## src/rtl/mostrar_pkg.sv

```systemverilog
// Shared definitions for the result display block.
//   state_e           : conversion FSM states
//   RefreshDivDefault : clocks per digit slot (1 kHz per digit at 100 MHz)
//   SegTable          : active-low {g,f,e,d,c,b,a} pattern per 4-bit code
package mostrar_pkg;

  typedef enum logic [1:0] {
    StIdle,
    StConv,
    StUpdate
  } state_e;

  localparam int unsigned RefreshDivDefault = 100000;

  // Entry N is the pattern for code N; codes 10-15 are dark.
  localparam logic [15:0][6:0] SegTable = {
    7'b1111111,  // 15
    7'b1111111,  // 14
    7'b1111111,  // 13
    7'b1111111,  // 12
    7'b1111111,  // 11
    7'b1111111,  // 10
    7'b0010000,  // 9
    7'b0000000,  // 8
    7'b1111000,  // 7
    7'b0000010,  // 6
    7'b0010010,  // 5
    7'b0011001,  // 4
    7'b0110000,  // 3
    7'b0100100,  // 2
    7'b1111001,  // 1
    7'b1000000   // 0
  };

endpackage

```

## src/rtl/dec_7seg.sv

```systemverilog
// BCD to seven-segment decoder (purely combinational).
//   bcd_i : 4-bit digit code
//   seg_o : active-low cathodes {g,f,e,d,c,b,a}; codes above 9 are dark
module dec_7seg
  import mostrar_pkg::*;
(
  input  logic [3:0] bcd_i,
  output logic [6:0] seg_o
);

  assign seg_o = SegTable[bcd_i];

endmodule

```

## src/rtl/mostrar_resultado.sv

```systemverilog
// Converts a 16-bit product to five BCD digits (double dabble, one bit per
// clock) and multiplexes them onto an 8-anode seven-segment display.
//   CLK100MHZ : system clock
//   reset     : asynchronous active-high reset
//   producto  : product to show, sampled when listo is high in idle
//   listo     : one-cycle strobe, producto valid
//   ocupado   : high while a conversion is in progress
//   AN        : active-low anodes, AN[4:0] = digits 0..4, AN[7:5] unused
//   SEG       : active-low cathodes {g,f,e,d,c,b,a}
//   DP        : decimal point, always off
module mostrar_resultado
  import mostrar_pkg::*;
#(
  parameter int unsigned REFRESH_DIV = RefreshDivDefault
) (
  input  logic        CLK100MHZ,
  input  logic        reset,
  input  logic [15:0] producto,
  input  logic        listo,
  output logic        ocupado,
  output logic [7:0]  AN,
  output logic [6:0]  SEG,
  output logic        DP
);

  localparam int unsigned RefW = (REFRESH_DIV > 1) ? $clog2(REFRESH_DIV) : 1;

  state_e      state_q;
  logic [15:0] shift_q;
  logic [19:0] bcd_q;
  logic [3:0]  cnt_q;
  logic [19:0] disp_q;
  logic        ocupado_q;

  logic [RefW-1:0] refresh_q;
  logic [2:0]      digit_q;

  // Double-dabble step: correct every nibble >= 5, then shift {bcd,bin} left.
  logic [19:0] bcd_adj;
  logic [35:0] dabble_d;

  always_comb begin
    bcd_adj = bcd_q;
    for (int i = 0; i < 5; i++) begin
      if (bcd_q[4*i+:4] >= 4'd5) begin
        bcd_adj[4*i+:4] = bcd_q[4*i+:4] + 4'd3;
      end
    end
    dabble_d = {bcd_adj, shift_q} << 1;
  end

  always_ff @(posedge CLK100MHZ or posedge reset) begin
    if (reset) begin
      state_q   <= StIdle;
      shift_q   <= '0;
      bcd_q     <= '0;
      cnt_q     <= '0;
      disp_q    <= '0;
      ocupado_q <= 1'b0;
    end else begin
      unique case (state_q)
        StIdle: begin
          if (listo) begin
            shift_q   <= producto;
            bcd_q     <= '0;
            cnt_q     <= '0;
            ocupado_q <= 1'b1;
            state_q   <= StConv;
          end
        end
        StConv: begin
          bcd_q   <= dabble_d[35:16];
          shift_q <= dabble_d[15:0];
          cnt_q   <= cnt_q + 4'd1;
          if (cnt_q == 4'd15) begin
            state_q <= StUpdate;
          end
        end
        StUpdate: begin
          disp_q    <= bcd_q;
          ocupado_q <= 1'b0;
          state_q   <= StIdle;
        end
        default: state_q <= StIdle;
      endcase
    end
  end

  // Digit multiplexing runs independently of the conversion.
  always_ff @(posedge CLK100MHZ or posedge reset) begin
    if (reset) begin
      refresh_q <= '0;
      digit_q   <= '0;
    end else if (refresh_q == RefW'(REFRESH_DIV - 1)) begin
      refresh_q <= '0;
      digit_q   <= (digit_q == 3'd4) ? 3'd0 : digit_q + 3'd1;
    end else begin
      refresh_q <= refresh_q + 1'b1;
    end
  end

  // Shifting the display register down by the digit index puts the current
  // digit in the low nibble; an all-zero remainder means this digit and all
  // higher ones are leading zeros.
  logic [19:0] disp_sh;
  logic        blank;

  always_comb begin
    disp_sh = disp_q >> {digit_q, 2'b00};
    blank   = (digit_q != 3'd0) && (disp_sh == 20'd0);
  end

  dec_7seg u_dec_7seg (
    .bcd_i (disp_sh[3:0]),
    .seg_o (SEG)
  );

  assign AN      = blank ? 8'hFF : {3'b111, ~(5'b00001 << digit_q)};
  assign DP      = 1'b1;
  assign ocupado = ocupado_q;

endmodule

```

## config.mk

```make
export PLATFORM = sky130hd
export DESIGN_NAME = mostrar_resultado
export DESIGN_NICKNAME = d
export VERILOG_FILES = /design/src/rtl/mostrar_pkg.sv /design/src/rtl/dec_7seg.sv /design/src/rtl/mostrar_resultado.sv
export SDC_FILE = /design/constraint.sdc
export NUM_CORES = 1
export LEC_CHECK = 0
export CAP_MARGIN = 20
export CELL_PAD_IN_SITES_DETAIL_PLACEMENT = 2
export CELL_PAD_IN_SITES_GLOBAL_PLACEMENT = 2
export CORE_AREA = 2 2 134 110
export CTS_CLUSTER_DIAMETER = 40
export CTS_CLUSTER_SIZE = 14
export DETAILED_ROUTE_END_ITERATION = 8
export DIE_AREA = 0 0 136 112
export PLACE_DENSITY_LB_ADDON = 0.1
export SLEW_MARGIN = 20
export SYNTH_ARGS = -nofsm -noshare
export SYNTH_HDL_FRONTEND = slang
export SYNTH_SLANG_ARGS = --single-unit
```

## constraint.sdc

```tcl
create_clock -name CLK100MHZ -period 2.7 [get_ports CLK100MHZ]
set_clock_uncertainty 0.05 [all_clocks]
set_input_delay 0.54 -clock CLK100MHZ [delete_from_list [all_inputs] [get_ports CLK100MHZ]]
set_output_delay 0.54 -clock CLK100MHZ [all_outputs]
set_load 0.01 [all_outputs]
```

==> impl_metrics.env, run 1 <==
export IMPL_synthCells=460
export IMPL_grt_pass1_vias=4080
export IMPL_power_frac_comb=0.398
export IMPL_wl_per_cell_um=17.59
export IMPL_drv_cap=0
export IMPL_cpMostUsedCell="buf_4"
export IMPL_seqPwrFrac=0.364
export IMPL_slew_headroom=0.5822
export IMPL_synth_edf_count=0
export IMPL_start_kind="flop"
export IMPL_min_period_over_period=1.184
export IMPL_grtUsageMet2=0.3035
export IMPL_start_util=0.3221
export IMPL_coreArea_mm2=0.01396
export IMPL_design_die_area_mm2=0.01523
export IMPL_die_x_um=136
export IMPL_async_flop_share=1.000
export IMPL_max_freq_ghz=0.3128
export IMPL_ys_seq_area_frac=0.4620
export IMPL_cts_root_buffer="clkbuf_16"
export IMPL_clk_latency_ns=0.36
export IMPL_nets=576
export IMPL_gp_congestion=0.7512
export IMPL_setup_viol=11
export IMPL_clk_pin_slew_ns=0.06
export IMPL_vdd_drop_max_uv=350.9
export IMPL_met1_usage=0.2373
export IMPL_violations="negative setup slack"
export IMPL_cts_tree="yes"
export IMPL_outcome="complete, but fails checks"
export IMPL_worstHoldPathType="reg -> reg"
export IMPL_num_antenna_cells=0
export IMPL_p_total_mw=5.336
export IMPL_clockPowerShare=0.238
export IMPL_grt_pass1_wl_mm=21.73
export IMPL_antenna_found_initial=0
export IMPL_finalHoldViolCount=0
export IMPL_top_usage_layer="met2"
export IMPL_vias=3587
export IMPL_placementRows=39
export IMPL_hpwl_mm=8.670
export IMPL_period_minus_slack_ns=3.197
export IMPL_whs_ns=0.4335
export IMPL_swShare=0.3818
export IMPL_rsz0062_at_grt="yes"
export IMPL_power_leakage_nw=2.602
export IMPL_pre_cts_slack_ns=-0.6489
export IMPL_internal_power_mw=3.299
export IMPL_htreeDepth=3
export IMPL_critPathMaxFanout=5
export IMPL_synth_seq_cells=83
export IMPL_syn_area_per_cell_um2=9.773
export IMPL_timing_final_ws_setup_ns=-0.4971
export IMPL_cts_num_sinks=83
export IMPL_critPathRequiredTime_ns=2.11
export IMPL_io_pins=36
export IMPL_postCtsHoldBufs=0
export IMPL_ys_warnings_count=0
export IMPL_firstDrtPassIters=3
export IMPL_endpoint_kind="primary output"
export IMPL_grt_max_degree=84
export IMPL_grt_usage=0.1831
export IMPL_drive_gt1_frac=0.2245
export IMPL_clock_path_buffers=2
export IMPL_routed_wirelength_mm=12.72
export IMPL_fill_cells=1539
export IMPL_slowest_stage="mux4_2"
export IMPL_die_h_um=112
export IMPL_overflow=0
export IMPL_use_met3=0.04827
export IMPL_max_stage_delay_ns=0.56
export IMPL_synthDistinctLibCells=56
export IMPL_maxSlewViolCount=0
export IMPL_numCtsBuffers=9
export IMPL_port_buffers=31
export IMPL_ant_nets=0
export IMPL_worstSetupPathType="reg -> out"
export IMPL_ys_flop_type="dfrtp_1"
export IMPL_cp_arrival_ns=2.61
export IMPL_p_per_area_mw_per_mm2=933.9
export IMPL_path_cells="buf_4 -> buf_6 -> buf_4 -> mux4_2 -> a2bb2oi_4 -> buf_4 -> or2b_1 -> buf_4 -> a2bb2oi_2 -> buf_2"
export IMPL_p_sw_mw=2.037
export IMPL_drt_iter0_drc=139
export IMPL_drc_errors=0
export IMPL_syn2layout_area_growth_pct=27.11
export IMPL_worst_pin_slew_ns=0.6220
export IMPL_avgViaCountPerCell=4.961
export IMPL_netlist_area_mm2=0.004496
-- cells in the mapped netlist (5+ instances only) --
library cell / number / area, um^2
and3b_1: 14 / 122.6
xor2_1: 9 / 78.83
dfrtp_1: 83 / 2077
buf_4: 5 / 37.54
mux2i_1: 7 / 70.07
inv_1: 19 / 71.32
o21ai_0: 55 / 275.3
nand2_1: 60 / 225.2
nor3_1: 7 / 35.03
xnor2_1: 14 / 122.6
nor2b_1: 5 / 31.28
clkbuf_1: 15 / 56.30
nor2_1: 24 / 90.09
mux2_2: 13 / 146.4
a21oi_1: 29 / 145.1
nand3_1: 17 / 85.08
ha_1: 22 / 275.3
nand2b_1: 7 / 43.79
-- worst paths after layout --
path / start / end / slack [ns] / depth (start not counted)
max in group asynchronous: reset / digit_q[0]$_DFFE_PP0N_ / 1.58 / 3
max: digit_q[0]$_DFFE_PP0N_ / SEG[5] / -0.50 / 10
min reg2reg: refresh_q[0]$_DFF_PP0_ / refresh_q[0]$_DFF_PP0_ / 0.43 / 1
max reg2reg: refresh_q[0]$_DFF_PP0_ / digit_q[1]$_DFFE_PP0N_ / 0.54 / 6
min: refresh_q[0]$_DFF_PP0_ / refresh_q[0]$_DFF_PP0_ / 0.43 / 1
min in group asynchronous: reset / bcd_q[10]$_DFFE_PP0P_ / 0.56 / 3
-- power groups by stage --
stage	Combinational, mW	Sequential [mW]	Clock (mW)
after floorplan	1.35	1.83	0
after global placement	1.97	1.93	0
after detailed placement	2.07	1.96	0
after CTS	2.11	1.95	1.30
after global routing	2.44	2.01	1.35
final	2.12	1.94	1.27
-- cells in the final DEF, fill, tap and decap left out, drive strengths merged, types with 3 or more instances in the layout --
master,n
a22oi,3
and3,3
buf,63
clkinvlp,3
mux2i,7
nor3,9
xnor2,14
ha,22
and3b,14
a21oi,30
xor2,9
mux2,13
nor2b,5
nor2,24
dfrtp,83
clkdlybuf4s50,19
nor4,4
a22o,3
o21ai,56
inv,17
nand3,17
clkbuf,12
a2bb2oi,4
conb,4
nand2,60
and4,3
nand2b,7
-- final cells by class --
type                       instances  area, um^2  area share
clock buffer                      11       242.7     0.04248
clock inverter                     4       51.30    0.008977
inverter                          19       78.83     0.01379
multi-input combinational        337        2342      0.4099
sequential                        83        2078      0.3637
tap                              184       230.2     0.04029
timing repair buffer              85       690.7      0.1209
-- state kept, by name (all words and copies together) (netlist names) --
name / count
ocupado: 1
refresh_q: 17
digit_q: 3
bcd_q: 20
disp_q: 20
state_q: 2
cnt_q: 4
shift_q: 16
-- what timing repair did --
item                                    4_1_cts  5_1_grt
endpoints found under the hold margin         0        0
endpoints found under the setup margin       12       12
pin swaps                                    12        3
setup buffers                                14        3
gates resized for setup                      50       10
-- metrics by stage --
| stage | utilization | cells | area (um^2) | TNS [ns] |
|---|---|---|---|---|
| finish | 0.4095 | 723 | 5714 | -4.346 |
| global route | 0.4095 | 723 | 5714 | -5.711 |
| CTS | 0.4060 | 721 | 5667 | -3.659 |
| detailed placement | 0.3773 | 692 | 5265 | -4.345 |
| global placement | 0.3773 | 692 | 5265 | -2.807 |
| floorplan | - | 463 | 4541 | 0 |
-- layer usage --
metal | vias up | part of all wire
li1 | 1740 | -
met1 | 1807 | 0.46
met2 | 28 | 0.50
met3 | 12 | 0.026
met4 | 0 | 0.013
met5 | - | 0
-- kinds of logic after synthesis --
logic type	Yosys count	synth area share
xor+xnor	23	0.04481
other cells	1	0.0008342
simple gates	156	0.1856
mux	21	0.05316
fa+ha+maj	22	0.06123
buf+inv	43	0.04203
compound gates	111	0.1503
flops	83	0.4620
-- critical path, delay by kind of cell, from the launching register on --
family | cells | cell delay [ns]
AOI/OAI and AO/OA | 2 | 0.30
buffers and inverters | 6 | 0.76
DFF | 1 | 0.46
muxes | 1 | 0.56
and+or+nand+nor | 1 | 0.17
Note: power is estimated with default switching activity, not from simulation.
==> run 2: changes to the inputs <==
Settings changed: CORE_AREA 2 2 134 110 to 5 5 137 113, DIE_AREA 0 0 136 112 to 0 0 142 118.
==> impl_metrics.env, run 2 (same netlist as run 1, synthesis figures left out) <==
export IMPL_outcome="complete, but fails checks"
export IMPL_violations="negative setup slack"
export IMPL_die_x_um=142
export IMPL_seqPwrFrac=0.365
export IMPL_clk_pin_slew_ns=0.06
export IMPL_period_minus_slack_ns=3.129
export IMPL_placementRows=39
export IMPL_max_freq_ghz=0.3196
export IMPL_timing_final_ws_setup_ns=-0.4294
export IMPL_port_buffers=31
export IMPL_top_regs="bcd_q x20, disp_q x20, refresh_q x17"
export IMPL_layout_common_cells="81 x dfrtp_1, 60 x nand2_1, 55 x o21ai_0"
export IMPL_clockPowerShare=0.249
export IMPL_p_per_area_mw_per_mm2=930.2
export IMPL_maxSlewViolCount=0
export IMPL_num_antenna_cells=0
export IMPL_drv_cap=0
export IMPL_p_total_mw=5.323
export IMPL_start_util=0.3221
export IMPL_cts_tree="yes"
export IMPL_hpwl_mm=8.567
export IMPL_nets=572
export IMPL_endpoint_kind="primary output"
export IMPL_wl_per_cell_um=17.33
export IMPL_rsz0062_at_grt="yes"
export IMPL_power_leakage_nw=2.581
export IMPL_gp_congestion=0.7844
export IMPL_whs_ns=0.4399
export IMPL_design_die_area_mm2=0.01676
export IMPL_routed_wirelength_mm=12.48
export IMPL_power_frac_comb=0.387
export IMPL_vdd_drop_max_uv=328.9
export IMPL_die_h_um=118
export IMPL_grt_pass1_vias=4017
export IMPL_start_kind="flop"
export IMPL_syn2layout_area_growth_pct=27.30
export IMPL_vias=3626
export IMPL_place_area_mm2=0.005273
export IMPL_htreeDepth=3
export IMPL_post_route_util=0.4101
export IMPL_worstSetupPathType="reg -> out"
export IMPL_clk_latency_ns=0.34
export IMPL_cts_root_buffer="clkbuf_16"
export IMPL_slowest_stage="dfrtp_2"
export IMPL_coreArea_mm2=0.01396
export IMPL_drt_iter0_drc=96
export IMPL_critPathMaxFanout=5
export IMPL_firstDrtPassIters=4
export IMPL_path_cells="mux2i_2 -> nor2_2 -> a221oi_4 -> ha_2 -> nor4b_4 -> nand3b_4 -> a2111oi_4 -> nand2_1 -> o211ai_1 -> buf_2"
export IMPL_worst_pin_slew_ns=0.6341
export IMPL_ant_nets=0
export IMPL_io_pins=36
export IMPL_internal_power_mw=3.333
export IMPL_cts_num_sinks=83
export IMPL_finalHoldViolCount=0
export IMPL_fill_cells=1525
export IMPL_grt_usage=0.1538
export IMPL_worstHoldPathType="reg -> reg"
export IMPL_cp_arrival_ns=2.54
export IMPL_setup_viol=11
export IMPL_overflow=0
export IMPL_max_stage_delay_ns=0.45
export IMPL_slew_headroom=0.5741
export IMPL_clock_path_buffers=2
export IMPL_p_sw_mw=1.991
export IMPL_layout_cells_most_common="dfrtp_1"
export IMPL_grt_pass1_wl_mm=20.76
export IMPL_critPathRequiredTime_ns=2.11
export IMPL_numCtsBuffers=9
export IMPL_drc_errors=0
export IMPL_final_cell_area_mm2=0.005723
export IMPL_drive_gt1_frac=0.2183
export IMPL_tns_ns=-3.906
export IMPL_swShare=0.3740
export IMPL_grt_max_degree=84
export IMPL_avgViaCountPerCell=5.036
export IMPL_antenna_found_initial=0
export IMPL_min_period_over_period=1.159
==> run 2: cell type report <==
class / count / area (um^2) / share of cell area
clock buffer: 10 / 229.0 / 0.04001
clock inverter: 6 / 90.09 / 0.01574
inverter: 19 / 78.83 / 0.01377
multi-input combinational: 337 / 2349 / 0.4104
sequential: 83 / 2079 / 0.3634
tap: 184 / 230.2 / 0.04023
timing repair buffer: 81 / 666.9 / 0.1165
==> run 2: worst paths after layout <==
kind | startpoint | to | slack (ns) | depth (start not counted)
max in group asynchronous | reset | digit_q[1]$_DFFE_PP0N_ | 1.60 | 3
max | digit_q[0]$_DFFE_PP0N_ | AN[3] | -0.43 | 10
max reg2reg | refresh_q[0]$_DFF_PP0_ | digit_q[2]$_DFFE_PP0N_ | 0.52 | 5
min | refresh_q[0]$_DFF_PP0_ | refresh_q[0]$_DFF_PP0_ | 0.44 | 1
min reg2reg | refresh_q[0]$_DFF_PP0_ | refresh_q[0]$_DFF_PP0_ | 0.44 | 1
min in group asynchronous | reset | bcd_q[13]$_DFFE_PP0P_ | 0.63 | 3
==> run 2: power groups by stage <==
stage               logic, mW  registers, mW  clock network, mW
floorplan                1.35           1.83                  0
global placement         1.94           1.94                  0
detailed placement       2.04           1.96                  0
CTS                      2.07           1.95               1.37
global route             2.32           2.00               1.42
finish                   2.06           1.94               1.32
==> run 2: layer usage <==
metal	vias up	wire, um	global-route usage
li1	1737	-	-
met1	1845	5813	0.2020
met2	33	6173	0.2524
met3	11	319	0.04265
met4	0	172	0.03297
met5	-	0	0
==> run 2: what timing repair did <==
action                     4_1_cts  5_1_grt
setup buffers                    8        3
pin swaps                       11        5
resized for setup               46       12
setup endpoints to repair       12       11
hold buffers                     0        0
==> run 2: metrics by stage <==
| step | worst slack, ns | std cells |
|---|---|---|
| floorplan | 0.005586 | 463 |
| global placement | -0.4151 | 693 |
| detailed placement | -0.5711 | 693 |
| CTS | -0.4891 | 717 |
| global route | -0.5921 | 720 |
| finish | -0.4294 | 720 |
==> run 2: worst max-delay path, delay by kind of cell (launching register included) <==
| family | cells | cell delay [ns] |
|---|---|---|
| buffers and inverters | 1 | 0.15 |
| AOI/OAI and AO/OA | 3 | 0.53 |
| muxes | 1 | 0.27 |
| DFF | 1 | 0.45 |
| and+or+nand+nor | 4 | 0.55 |
| adders and majority gates | 1 | 0.24 |
